**config.mk**
```make
export PLATFORM = sky130hd
export DESIGN_NAME = bus_dma
export DESIGN_NICKNAME = d
export VERILOG_FILES = /design/src/rtl/bus_dma.sv
export SDC_FILE = /design/constraint.sdc
export NUM_CORES = 1
export LEC_CHECK = 0
export CORE_AREA = 2 2 265 136
export DETAILED_ROUTE_END_ITERATION = 7
export DIE_AREA = 0 0 267 138
export GPL_ROUTABILITY_DRIVEN = 0
export HOLD_SLACK_MARGIN = 0.03
export PLACE_DENSITY = 0.48
export SLEW_MARGIN = 20
export SYNTH_ARGS = -nofsm -noshare
export SYNTH_HDL_FRONTEND = slang
export SYNTH_SLANG_ARGS = --single-unit
```
**constraint.sdc**
```tcl
create_clock -name clk -period 7.15 [get_ports clk]
set_input_delay 1.43 -clock clk [delete_from_list [all_inputs] [get_ports clk]]
set_output_delay 1.43 -clock clk [all_outputs]
set_load 0.02 [all_outputs]
```
**src/rtl/bus_dma.sv**
```systemverilog
// Memory-to-memory word-copy DMA engine: CPU-programmed through a slave register port,
// copies LEN words from SRC to DST as a second bus initiator, releasing the bus every MAX_BURST words.
module bus_dma #(
  parameter int unsigned MAX_BURST = 16
) (
  input  logic        clk,
  input  logic        reset,
  input  logic        cfgChipSelect,
  input  logic        cfgWrite,
  input  logic [1:0]  cfgAddr,
  input  logic [31:0] cfgDataIn,
  output logic [31:0] cfgDataOut,
  output logic        busRequest,
  input  logic        busGrant,
  output logic [31:0] busAddress,
  output logic [31:0] busDataOut,
  input  logic [31:0] busDataIn,
  output logic        busWriteEnable,
  output logic        irq
);

  localparam logic [7:0] LP_BURST = 8'(MAX_BURST);

  typedef enum logic [2:0] {
    S_IDLE, S_REQ, S_RD, S_CAP, S_WR, S_REL, S_DONE
  } state_t;

  state_t      r_state, w_state_nxt;
  logic [31:0] r_src, r_dst, r_data;
  logic [31:0] w_src_nxt, w_dst_nxt, w_data_nxt;
  logic [15:0] r_len, w_len_nxt;
  logic [7:0]  r_burst, w_burst_nxt;
  logic        r_done, r_aborted, w_done_nxt, w_aborted_nxt, w_irq_nxt;
  logic        r_req, r_we, r_irq;
  logic [31:0] r_addr, r_dout;
  logic        w_busy, w_cfg_wr, w_start, w_abort;

  assign w_busy   = r_state inside {S_REQ, S_RD, S_CAP, S_WR, S_REL};
  assign w_cfg_wr = cfgChipSelect & cfgWrite;
  assign w_abort  = w_cfg_wr && (cfgAddr == 2'd3) && cfgDataIn[1];
  assign w_start  = w_cfg_wr && (cfgAddr == 2'd3) && cfgDataIn[0] && !cfgDataIn[1];

  always_comb begin
    w_state_nxt   = r_state;
    w_src_nxt     = r_src;
    w_dst_nxt     = r_dst;
    w_len_nxt     = r_len;
    w_burst_nxt   = r_burst;
    w_data_nxt    = r_data;
    w_done_nxt    = r_done;
    w_aborted_nxt = r_aborted;
    w_irq_nxt     = 1'b0;
    case (r_state)
      S_IDLE, S_DONE: begin
        w_state_nxt = S_IDLE;
        if (w_cfg_wr) begin
          case (cfgAddr)
            2'd0:    w_src_nxt = {cfgDataIn[31:2], 2'b00};
            2'd1:    w_dst_nxt = {cfgDataIn[31:2], 2'b00};
            2'd2:    w_len_nxt = cfgDataIn[15:0];
            default: ;
          endcase
        end
        if (w_start) begin
          w_done_nxt    = 1'b0;
          w_aborted_nxt = 1'b0;
          w_burst_nxt   = '0;
          if (r_len == '0) begin
            w_state_nxt = S_DONE;
            w_done_nxt  = 1'b1;
            w_irq_nxt   = 1'b1;
          end else begin
            w_state_nxt = S_REQ;
          end
        end
      end
      S_REQ: if (busGrant) w_state_nxt = S_RD;
      S_RD:  w_state_nxt = S_CAP;
      S_CAP: begin
        w_state_nxt = S_WR;
        w_data_nxt  = busDataIn;
      end
      S_WR: begin
        w_src_nxt   = r_src + 32'd4;
        w_dst_nxt   = r_dst + 32'd4;
        w_len_nxt   = r_len - 16'd1;
        w_burst_nxt = r_burst + 8'd1;
        if (r_len == 16'd1) begin
          w_state_nxt = S_DONE;
          w_done_nxt  = 1'b1;
          w_irq_nxt   = 1'b1;
        end else if (w_abort) begin
          w_state_nxt   = S_IDLE;
          w_aborted_nxt = 1'b1;
          w_irq_nxt     = 1'b1;
        end else if (r_burst + 8'd1 == LP_BURST) begin
          w_state_nxt = S_REL;
          w_burst_nxt = '0;
        end else begin
          w_state_nxt = S_RD;
        end
      end
      S_REL:   w_state_nxt = S_REQ;
      default: w_state_nxt = S_IDLE;
    endcase
    // Abort overrides any non-write state's normal progression; WR handles it after its write lands.
    if (w_abort && (r_state inside {S_REQ, S_RD, S_CAP, S_REL})) begin
      w_state_nxt   = S_IDLE;
      w_aborted_nxt = 1'b1;
      w_irq_nxt     = 1'b1;
    end
  end

  always_ff @(posedge clk) begin
    if (reset) begin
      r_state   <= S_IDLE;
      r_src     <= '0;
      r_dst     <= '0;
      r_len     <= '0;
      r_burst   <= '0;
      r_data    <= '0;
      r_done    <= 1'b0;
      r_aborted <= 1'b0;
      r_req     <= 1'b0;
      r_we      <= 1'b0;
      r_irq     <= 1'b0;
      r_addr    <= '0;
      r_dout    <= '0;
    end else begin
      r_state   <= w_state_nxt;
      r_src     <= w_src_nxt;
      r_dst     <= w_dst_nxt;
      r_len     <= w_len_nxt;
      r_burst   <= w_burst_nxt;
      r_data    <= w_data_nxt;
      r_done    <= w_done_nxt;
      r_aborted <= w_aborted_nxt;
      r_irq     <= w_irq_nxt;
      // Bus outputs are registered from the next state so they line up with the state they describe.
      r_req     <= w_state_nxt inside {S_REQ, S_RD, S_CAP, S_WR};
      r_we      <= (w_state_nxt == S_WR);
      r_dout    <= (w_state_nxt == S_WR) ? w_data_nxt : '0;
      if (w_state_nxt inside {S_RD, S_CAP})
        r_addr <= w_src_nxt;
      else if (w_state_nxt == S_WR)
        r_addr <= w_dst_nxt;
      else
        r_addr <= '0;
    end
  end

  always_comb begin
    case (cfgAddr)
      2'd0:    cfgDataOut = r_src;
      2'd1:    cfgDataOut = r_dst;
      2'd2:    cfgDataOut = {16'b0, r_len};
      default: cfgDataOut = {w_busy, r_done, r_aborted, 13'b0, r_len};
    endcase
  end

  assign busRequest     = r_req;
  assign busAddress     = r_addr;
  assign busDataOut     = r_dout;
  assign busWriteEnable = r_we;
  assign irq            = r_irq;

endmodule

```
# Word-level counts from Yosys, hierarchy flattened
# Index checks and enable logic that the tools add are counted.
[classes]
add_sub_neg = 4
eq_ne = 22
n_mux = 40
bitwise = 2
reduce_logical = 21
[op_table]
columns = ["cell", "n"]
rows = [
  ["two-way mux 32 bit", 7],
  ["case mux 32 bit (2 select lines)", 2],
  ["case mux 32 bit (3 select lines)", 1],
  ["adder 32 x 3 -> 32 bit, second input constant", 2],
  ["two-way mux 16 bit", 2],
  ["two-way mux 8 bit", 4],
  ["case mux 16 bit (2 select lines)", 1],
  ["two-way mux 3 bit", 7],
  ["case mux 3 bit (6 select lines)", 1],
  ["equality test 16 x 1 -> 1 bit, second input constant", 1],
  ["logical NOT 16 bit", 1],
  ["case mux 8 bit (2 select lines)", 1],
  ["subtractor 16 x 1 -> 16 bit, second input constant", 1],
  ["equality test 3 x 2 -> 1 bit, second input constant", 4],
  ["equality test 3 bit, second input constant", 4],
  ["two-way mux 1 bit", 11],
  ["adder 8 x 1 -> 8 bit, second input constant", 1],
  ["equality test 8 x 5 -> 1 bit, second input constant", 1],
  ["nonzero test 4 bit", 2],
  ["equality test 3 x 1 -> 1 bit, second input constant", 2],
  ["inequality test 2 bit, second input constant", 3],
  ["inequality test 3 x 2 -> 1 bit, second input constant", 2],
  ["case mux 1 bit (2 select lines)", 3],
  ["AND reduction 3 bit", 2],
  ["other kinds (16)", 23],
]
[totals]
register_bits = 192
input_bits = 71
output_inout_bits = 99
elab_cells = 102

# Logic depth before layout (Yosys ltp)
# Gate-level depths: netlist of run 1.
[depth]
depth_word = 10
mapped_depth = 10
depth_no_buf = 8

# Least setup slack after synthesis of run 1
# No wires, ideal clock.
[synth_timing]
path_type = "input to output"
from = "in cfgAddr[0]"
to = "out cfgDataOut[0]"
t_arrival_ns = 2.724
t_required_ns = 5.720
slack_ns = 2.996
path_stages = 4
path_buffers = 2
cell_sequence = "buf_2 > buf_1 > mux2i_1 > o21ai_0"
[synth_between]
elab_chain_len = 2
word_cells_on_any_way = 4
classes_between = "eq/ne: 2; mux: 1; reduce/logical: 1"
[synth_rtl]
columns = ["element", "line", "text"]
rows = [
  ["start: declaration", "10", "input logic [1:0] cfgAddr,"],
  ["equality test 2 bit (tied with other cells)", "153", "case (cfgAddr)"],
  ["case mux 32 bit (3 select lines) (*)", "153", ""],
  ["end: declaration", "12", "output logic [31:0] cfgDataOut,"],
]
# Mark *: on every way between the ends. The rest lies on a longest branch, timed or not.

# Final worst setup path of run 1
[layout_timing]
from = "in cfgAddr[0]"
to = "out cfgDataOut[29]"
# The elaborated chain is that of the path after synthesis.

==> results of run 1 <==
==> power by group <==
group	leakage, nW	internal, mW	switching (mW)
clock	0.281	0.465	0.496
sequential	1.55	1.08	0.0282
combinational	2.35	0.0869	0.118
total	4.18	1.63	0.642
==> sequential cells by signal, summed over array words and instances (netlist names), 3 cells and up <==
| signal | count |
|---|---|
| r_src | 32 |
| r_data | 32 |
| r_len | 16 |
| r_state | 3 |
| r_dst | 32 |
| r_burst | 8 |
| busDataOut | 32 |
| busAddress | 32 |
==> layer usage <==
metal / track usage / share of wire / vias to the layer above
met3: 0.0467 / 0.080 / 38
li1: - / - / 4566
met5: 0 / 0 / -
met4: 0.0535 / 0.017 / 0
met1: 0.317 / 0.50 / 4686
met2: 0.281 / 0.41 / 388
==> how the worst max path moves through the flow <==
stage / from / end / slack [ps]
finish: cfgAddr[0] / cfgDataOut[29] / 2610
global route: cfgAddr[0] / cfgDataOut[29] / 2460
CTS: cfgAddr[0] / cfgDataOut[29] / 2580
detailed placement: cfgAddr[0] / cfgDataOut[29] / 2570
global placement: cfgAddr[0] / cfgDataOut[30] / 2660
floorplan: cfgAddr[0] / cfgDataOut[0] / 3000
==> cell families after synthesis <==
group	Yosys count	share of synthesized area
AOI/OAI and AO/OA	343	0.230
xor gates and xnor gates	19	0.0181
adders and majority gates	7	0.00913
buffers and inverters	101	0.0441
DFF	192	0.401
muxes	40	0.0423
and+or+nand+nor	489	0.256
==> Yosys cell counts, drive strengths merged, types with 12 or more instances <==
cell / instances
o21a: 22
xor2: 14
nor3: 26
o22ai: 25
buf: 30
mux2i: 36
nand3: 34
nand4: 20
dfxtp: 192
o21ai: 76
a22o: 23
nand2: 165
clkbuf: 59
a211oi: 12
a21oi: 98
inv: 12
nor2: 104
and2: 43
nor4: 33
==> critical path: cells and delay by family <==
family	cells	cell delay (ps)
AOI/OAI and AO/OA	1	190
muxes	1	190
buffers and inverters	3	1260
==> through the flow <==
stage | cells | hold WS [ps]
final | 1802 | 452
after detailed placement | 1770 | 445
after global placement | 1770 | 441
after floorplan | 1191 | 434
after global routing | 1802 | 472
after CTS | 1802 | 456
==> final cells by class <==
class,instances,area [µm²]
inverters,12,45.0
repair buffers,184,1790
multi-input cells,898,5370
well taps,484,606
fillers,3651,22800
clock inverters,14,144
flip-flops and latches,192,3840
clock buffers,18,429
==> impl_metrics.toml, run 1 <==
[synth]
yosys_register_bits = 192
dominantRegCellSynth = "dfxtp_1"
syn-mean-instance-area_um2 = 8.06
synth_largest_area_cell = "dfxtp_1"
synth.cell_area_um2 = 9590
synth_async_sr_flop_share = 0
postSynthCellCount = 1191
synth_area_leaders = "dfxtp_1 (40%), nand2_1 (6.5%), a21oi_1 (5.1%)"
seq_area_frac_synth = 0.401
synth-warning-count = 0
netlist.area_leader.share = 0.401
synth.distinct_cells = 70
mappedNetlistNets = 1269
synth_edf_count = 0

[drt]
drt_pass_1_iters = 7
drtIter0Drc = 929
drc_errors = 0
dr_total_vias = 9678
residual_antenna_violating_net_count_after_detailed_routing = 0
route.detailed.vias_per_inst = 5.37
drt-total-wl_mm = 38.3
wire_per_inst_um = 21.3

[placement]
preCtsSetupSlack_ps = 2570
placed_cell_area_um2 = 11600
place.port_buffers = 169
hpwlAfterDp_mm = 27.7

[finish]
commonest_cells_after_routing_fill_and_taps_aside = "dfxtp_1 (192), clkdlybuf4s50_1 (166), nand2_1 (165)"
post-route-util = 0.349
antennaDiodeCount = 0
syn2layout_area_growth_pct = 27.4
layout_commonest_cell = "dfxtp_1"
fin_area_um2 = 12200
total_nets_final = 1383
final_layout_size_suffix_gt1_frac = 0.0561

[global_routing]
overflow = 0
grt_start_max_net_pins = 72
grt_util_all_layers = 0.206
grt_pass1_wl_mm = 57.4
number_of_global_route_vias_before_repair = 8848
antenna_found_initial = 0

[clock_tree]
h-tree-depth = 4
clkSlewWorstSetupHoldPaths_ps = 70
cts_tree = "yes"
clock_insertion_delay_worst_skew_ps = 470
ctsResizeCount = 0
numCtsBuffers = 17
hold_fix_buffers_at_cts = 0
numClockSinks = 192
post_cts_setup_buffer_count = 0
root_buffer = "clkbuf_16"
cts_max_path_buffers = 2

[timing]
timing_worst_slew_pin_value_ps = 1010
setup_viol = 0
finalClockSkew_ps = 20.6
period_needed_ps = 4540
timing_max_transition_violations_final = 0
post-route-period-util = 0.635
max_freq_mhz = 220
layout_setup_ws_ps = 2610
setup_tns_after_final_layout_ps = 0
rsz_0062_raised_after_global_routing = "no"
relative_slew_slack = 0.324
finalHoldViolCount = 0

[floorplan]
ios = 170
floorplan.die.height_um = 138
core_area_um2 = 35000
start_util = 0.274
fp.dieW_um = 267
row_count = 49
design.die.area_um2 = 36800

[setup_path]
setup.worst_path.end_class = "output port"
setup.reg_to_reg.worst_slack_ps = 3930
critical_path.reg2reg.startpoint = "r_len[11]$_SDFFE_PP0P_"
crit_path_cell_trace = "buf_2 -> buf_4 -> mux2i_1 -> o21ai_0 -> clkdlybuf4s50_1"
cp.required_ps = 5720
worst_r2r_path_depth = 7
crit_slowest_cell = "clkdlybuf4s50_1"
cp.arrival_ps = 3110
capture_instance_of_the_worst_register_to_register_path = "busAddress[4]$_SDFF_PP0_"
startpoint_type = "input port"
path_max_fanout = 41
critical-path-max-stage-delay_ps = 640
crit_path_category = "in2out"

[power_and_ir_drop]
power.density_cell_area_nw_per_um2 = 186
total_chip_power_mw = 2.28
power.static_leakage_nw = 4.18
vdd_ir_drop_max_mv = 0.170

[hold_path]
worstHoldPathType = "reg2reg"
timing.hold.worst_path_depth = 2
timing.hold.worst_endpoint = "r_data[8]$_SDFF_PP0_"
hold_path_startpoint = "r_data[8]$_SDFF_PP0_"

[status]
run_status = "finished clean"

[flow_run]
number_of_maximum_capacitance_constraint_violations = 0
Note: power is estimated with default switching activity, not from simulation.
==> run 2: changes to the inputs <==
==> constraint.sdc (replaced) <==
create_clock -name clk -period 4.6 [get_ports clk]
set_input_delay 0.92 -clock clk [delete_from_list [all_inputs] [get_ports clk]]
set_output_delay 0.92 -clock clk [all_outputs]
set_load 0.02 [all_outputs]
==> run 2 against run 1 <==
Compared with the run above:
- design area up 0.58%
- count of clock-buffer cells in the layout unchanged
- largest power group unchanged
- clock skew decreased by 1.5 ps
- cell count is 0.44% higher
- total power is 57% higher
- combinational power is 60% higher
- wire length rose by 0.41%
- non-clock buffer count is 9 higher
- sequential share of layout area fell by 0.18 points
- clock power grew 59%
==> impl_metrics.toml, run 2 (synthesis gave the netlist of run 1 again) <==
[finish]
antennaDiodeCount = 0
total_nets_final = 1392
commonest_cells_after_routing_fill_and_taps_aside = "dfxtp_1 (192), clkdlybuf4s50_1 (166), nand2_1 (165)"
post-route-util = 0.351
syn2layout_area_growth_pct = 28.2
layout_commonest_cell = "dfxtp_1"
final_layout_size_suffix_gt1_frac = 0.0603

[drt]
dr_total_vias = 9758
route.detailed.vias_per_inst = 5.39
residual_antenna_violating_net_count_after_detailed_routing = 0
wire_per_inst_um = 21.3
drc_errors = 0
drt_pass_1_iters = 5
drt-total-wl_mm = 38.5
drtIter0Drc = 1008

[global_routing]
number_of_global_route_vias_before_repair = 8980
overflow = 0
grt_pass1_wl_mm = 57.4
antenna_found_initial = 0
grt_util_all_layers = 0.205
grt_start_max_net_pins = 72

[hold_path]
worstHoldPathType = "reg2reg"

[setup_path]
crit_path_cell_trace = "buf_2 -> buf_4 -> mux2i_1 -> nor2_1 -> clkdlybuf4s50_1"
cp.required_ps = 3680
critical-path-max-stage-delay_ps = 560
critical_path.n_buffers_inverters = 3
cp.arrival_ps = 2940
startpoint_type = "input port"
path_delay_family = "buffers and inverters"
crit_slowest_cell = "clkdlybuf4s50_1"
setup.reg_to_reg.worst_slack_ps = 1590
setup.worst_path.end_class = "output port"
crit_path_category = "in2out"
path_max_fanout = 22

[clock_tree]
cts_tree = "yes"
root_buffer = "clkbuf_16"
ctsResizeCount = 0
numClockSinks = 192
hold_fix_buffers_at_cts = 0
h-tree-depth = 4
numCtsBuffers = 17
cts_max_path_buffers = 2
clkSlewWorstSetupHoldPaths_ps = 70
post_cts_setup_buffer_count = 0
clock_insertion_delay_worst_skew_ps = 460

[timing]
period_needed_ps = 3860
setup_viol = 0
finalHoldViolCount = 0
setup_tns_after_final_layout_ps = 0
max_freq_mhz = 259
timing_worst_slew_pin_value_ps = 1010
finalClockSkew_ps = 19.1
post-route-period-util = 0.839
relative_slew_slack = 0.325
timing_max_transition_violations_final = 0
rsz_0062_raised_after_global_routing = "no"

[power_and_ir_drop]
sw_frac_of_total = 0.277
power.net_switching_mw = 0.992
internal-power_mw = 2.59
share_seq_of_total_power = 0.480
power_frac_clock = 0.428
power.static_leakage_nw = 4.23
vdd_ir_drop_max_mv = 0.236
power.share.combinational = 0.091
total_chip_power_mw = 3.58
power.density_cell_area_nw_per_um2 = 291

[status]
run_status = "finished clean"

[floorplan]
row_count = 49
ios = 170
core_area_um2 = 35000
fp.dieW_um = 267
start_util = 0.274
floorplan.die.height_um = 138
design.die.area_um2 = 36800

[placement]
hpwlAfterDp_mm = 28.0
place.port_buffers = 169

[flow_run]
number_of_maximum_capacitance_constraint_violations = 0
## run 2: changes by cell type in the layout (fill, tap and decap cells not counted), sizes merged
cell / previous run / this run
buf: 18 / 27
clkinv: 6 / 3
bufinv: 0 / 1
clkinvlp: 0 / 1
## run 2: routing by layer
layer,GRT usage,vias up,part of all wire
met5,0,-,0
met4,0.0417,0,0.011
met2,0.280,469,0.40
met3,0.0554,26,0.10
met1,0.317,4682,0.49
li1,-,4581,-
## run 2: area by class of cell
class,count,area (µm²)
sequential,192,3840
inverter,12,45.0
timing repair buffer,193,1870
clock inverter,13,144
clock buffer,18,429
fill,3665,22700
tap,484,606
multi-input combinational,898,5360
## run 2: power groups by stage
| stage | clock (mW) | sequential, mW | combinational [mW] |
|---|---|---|---|
| final | 1.53 | 1.72 | 0.327 |
| after global routing | 1.64 | 1.72 | 0.351 |
| after CTS | 1.58 | 1.72 | 0.325 |
| after detailed placement | 0 | 1.76 | 0.323 |
| after global placement | 0 | 1.76 | 0.322 |
| after floorplan | 0 | 1.74 | 0.170 |
## run 2: stage by stage
| step | instance area, µm² | hold slack (ps) | setup slack, ps | cells |
|---|---|---|---|---|
| floorplan | 9590 | 434 | 1470 | 1191 |
| global placement | 11700 | 441 | 736 | 1779 |
| detailed placement | 11700 | 446 | 686 | 1779 |
| CTS | 12300 | 457 | 767 | 1810 |
| global route | 12300 | 474 | 661 | 1810 |
| finish | 12300 | 454 | 742 | 1810 |
## run 2: worst reg2reg max path: stages, from the launching register on
cell and delay, ps:
dfxtp_1 670, nand2b_1 200, nor2_4 120, buf_4 660, a22o_1 310, and2_1 290
nor4_4 90, buf_12 210, a22o_1 340
## run 2: path summary, 6_finish.rpt
check,startpoint,to,cells after the start
setup / recovery,cfgAddr[0],cfgDataOut[17],5
hold / removal,r_data[6]$_SDFF_PP0_,r_data[6]$_SDFF_PP0_,2
setup reg to reg,r_state[2]$_SDFF_PP0_,busAddress[6]$_SDFF_PP0_,8
hold reg to reg,r_data[6]$_SDFF_PP0_,r_data[6]$_SDFF_PP0_,2
==> run 3: changes to the inputs <==
==> constraint.sdc (replaced) <==
create_clock -name clk -period 3.9 [get_ports clk]
set_input_delay 0.78 -clock clk [delete_from_list [all_inputs] [get_ports clk]]
set_output_delay 0.78 -clock clk [all_outputs]
set_load 0.02 [all_outputs]
==> run 3 against run 2 <==
Compared with the run above:
- via count rose by 0.97%
- hold slack barely moved
- die area did not move
- first-iteration DRC count rose by 9.6%
- register-to-register slack got worse by 550 ps
- non-clock buffer count rose by 11
- cell count rose by 0.66%
==> impl_metrics.toml, run 3 (synthesis gave the netlist of run 1 again) <==
[finish]
syn2layout_area_growth_pct = 29.3
final_layout_size_suffix_gt1_frac = 0.0688
layout_commonest_cell = "dfxtp_1"
layoutNonFillerInstCount = 1822
antennaDiodeCount = 0
fill_cells = 3686
total_nets_final = 1403
commonest_cells_after_routing_fill_and_taps_aside = "dfxtp_1 (192), clkdlybuf4s50_1 (166), nand2_1 (165)"

[drt]
wire_per_inst_um = 21.2
route.detailed.vias_per_inst = 5.41
drtIter0Drc = 1105
dr_total_vias = 9853
drc_errors = 0
drt_pass_1_iters = 5
residual_antenna_violating_net_count_after_detailed_routing = 0
drt-total-wl_mm = 38.6

[power_and_ir_drop]
power.density_cell_area_nw_per_um2 = 339
vdd_ir_drop_max_mv = 0.292
total_chip_power_mw = 4.21
power.static_leakage_nw = 4.29

[setup_path]
worst_r2r_path_depth = 8
crit_path_category = "in2out"
setup.worst_path.end_class = "output port"
path_max_fanout = 29
critical_path.reg2reg.startpoint = "r_state[2]$_SDFF_PP0_"
startpoint_type = "input port"
cp.arrival_ps = 2600
setup.reg_to_reg.worst_slack_ps = 1040
capture_instance_of_the_worst_register_to_register_path = "busAddress[1]$_SDFF_PP0_"
cp.required_ps = 3120

[clock_tree]
ctsResizeCount = 0
cts_max_path_buffers = 2
root_buffer = "clkbuf_16"
clock_insertion_delay_worst_skew_ps = 460
hold_fix_buffers_at_cts = 0
post_cts_setup_buffer_count = 0
h-tree-depth = 4
clkSlewWorstSetupHoldPaths_ps = 70
numCtsBuffers = 17
numClockSinks = 192
cts_tree = "yes"

[timing]
max_freq_mhz = 296
setup_tns_after_final_layout_ps = 0
relative_slew_slack = 0.451
period_needed_ps = 3380
rsz_0062_raised_after_global_routing = "no"
finalHoldViolCount = 0
setup_viol = 0
timing_max_transition_violations_final = 0
layout_setup_ws_ps = 523
post-route-period-util = 0.866
timing_worst_slew_pin_value_ps = 816
finalClockSkew_ps = 21.3

[global_routing]
grt_pass1_wl_mm = 57.8
overflow = 0
grt_util_met2 = 0.285
gr-usage-met3 = 0.0538
grt_start_max_net_pins = 57
most_congested_layer_reported_by_global_routing = "met1"
groute.layer.met1.usage = 0.318
grt_util_all_layers = 0.208
antenna_found_initial = 0
number_of_global_route_vias_before_repair = 9173

[status]
run_status = "finished clean"

[hold_path]
timing.hold.worst_endpoint = "r_data[0]$_SDFF_PP0_"
timing.hold.worst_path_depth = 2
worstHoldPathType = "reg2reg"
hold_path_startpoint = "r_data[0]$_SDFF_PP0_"

[placement]
preCtsSetupSlack_ps = 503
numPlacedInstances = 1790
place.port_buffers = 169
hpwlAfterDp_mm = 28.3

[floorplan]
core_area_um2 = 35000
design.die.area_um2 = 36800
row_count = 49
floorplan.die.height_um = 138
start_util = 0.274
fp.dieW_um = 267
ios = 170

[flow_run]
number_of_maximum_capacitance_constraint_violations = 0
## run 3: cell count changes in the layout (fill, tap and decap cells not counted)
cell | before | now
clkbuf_8 | 0 | 1
clkinv_8 | 0 | 2
buf_12 | 1 | 2
inv_8 | 4 | 5
inv_6 | 4 | 1
buf_4 | 24 | 34
clkinv_4 | 3 | 4
bufinv_16 | 1 | 0
## run 3: cell type report
type / instances / area [µm²] / share of cell area
tap: 484 / 606 / 0.0488
multi-input combinational: 898 / 5360 / 0.432
clock buffer: 19 / 443 / 0.0357
inverter: 12 / 45.0 / 0.00363
clock inverter: 13 / 140 / 0.0113
sequential: 192 / 3840 / 0.310
timing repair buffer: 204 / 1970 / 0.159
## run 3: report_power, final
part | switching [mW] | internal (mW)
logic | 0.224 | 0.167
registers | 0.0461 | 1.98
clock network | 0.916 | 0.873
## run 3: worst max path at each step
| stage | startpoint | endpoint | slack (ps) | cells after the start |
|---|---|---|---|---|
| after global placement | cfgAddr[0] | cfgDataOut[30] | 530 | 5 |
| final | cfgAddr[0] | cfgDataOut[29] | 520 | 5 |
| after floorplan | cfgAddr[0] | cfgDataOut[0] | 1050 | 4 |
| after CTS | cfgAddr[0] | cfgDataOut[29] | 510 | 5 |
| after detailed placement | cfgAddr[0] | cfgDataOut[29] | 500 | 5 |
| after global routing | r_state[2]$_SDFF_PP0_ | cfgDataOut[31] | 440 | 5 |
## run 3: stage by stage
| step | hold WS [ps] | instance area [µm²] | util |
|---|---|---|---|
| floorplan | 434 | 9590 | - |
| global route | 474 | 12400 | 0.354 |
| global placement | 441 | 11800 | 0.338 |
| finish | 455 | 12400 | 0.354 |
| CTS | 457 | 12400 | 0.354 |
| detailed placement | 446 | 11800 | 0.338 |
## run 3: critical path, stage by stage
cell	delay (ps)
buf_2	380
buf_12	290
mux2i_1	120
o21ai_0	300
clkdlybuf4s50_1	700
## run 3: metal layers
layer	vias to the layer above	part of all wire
li1	4599	-
met1	4757	0.48
met2	465	0.40
met3	32	0.10
met4	0	0.013
met5	-	0
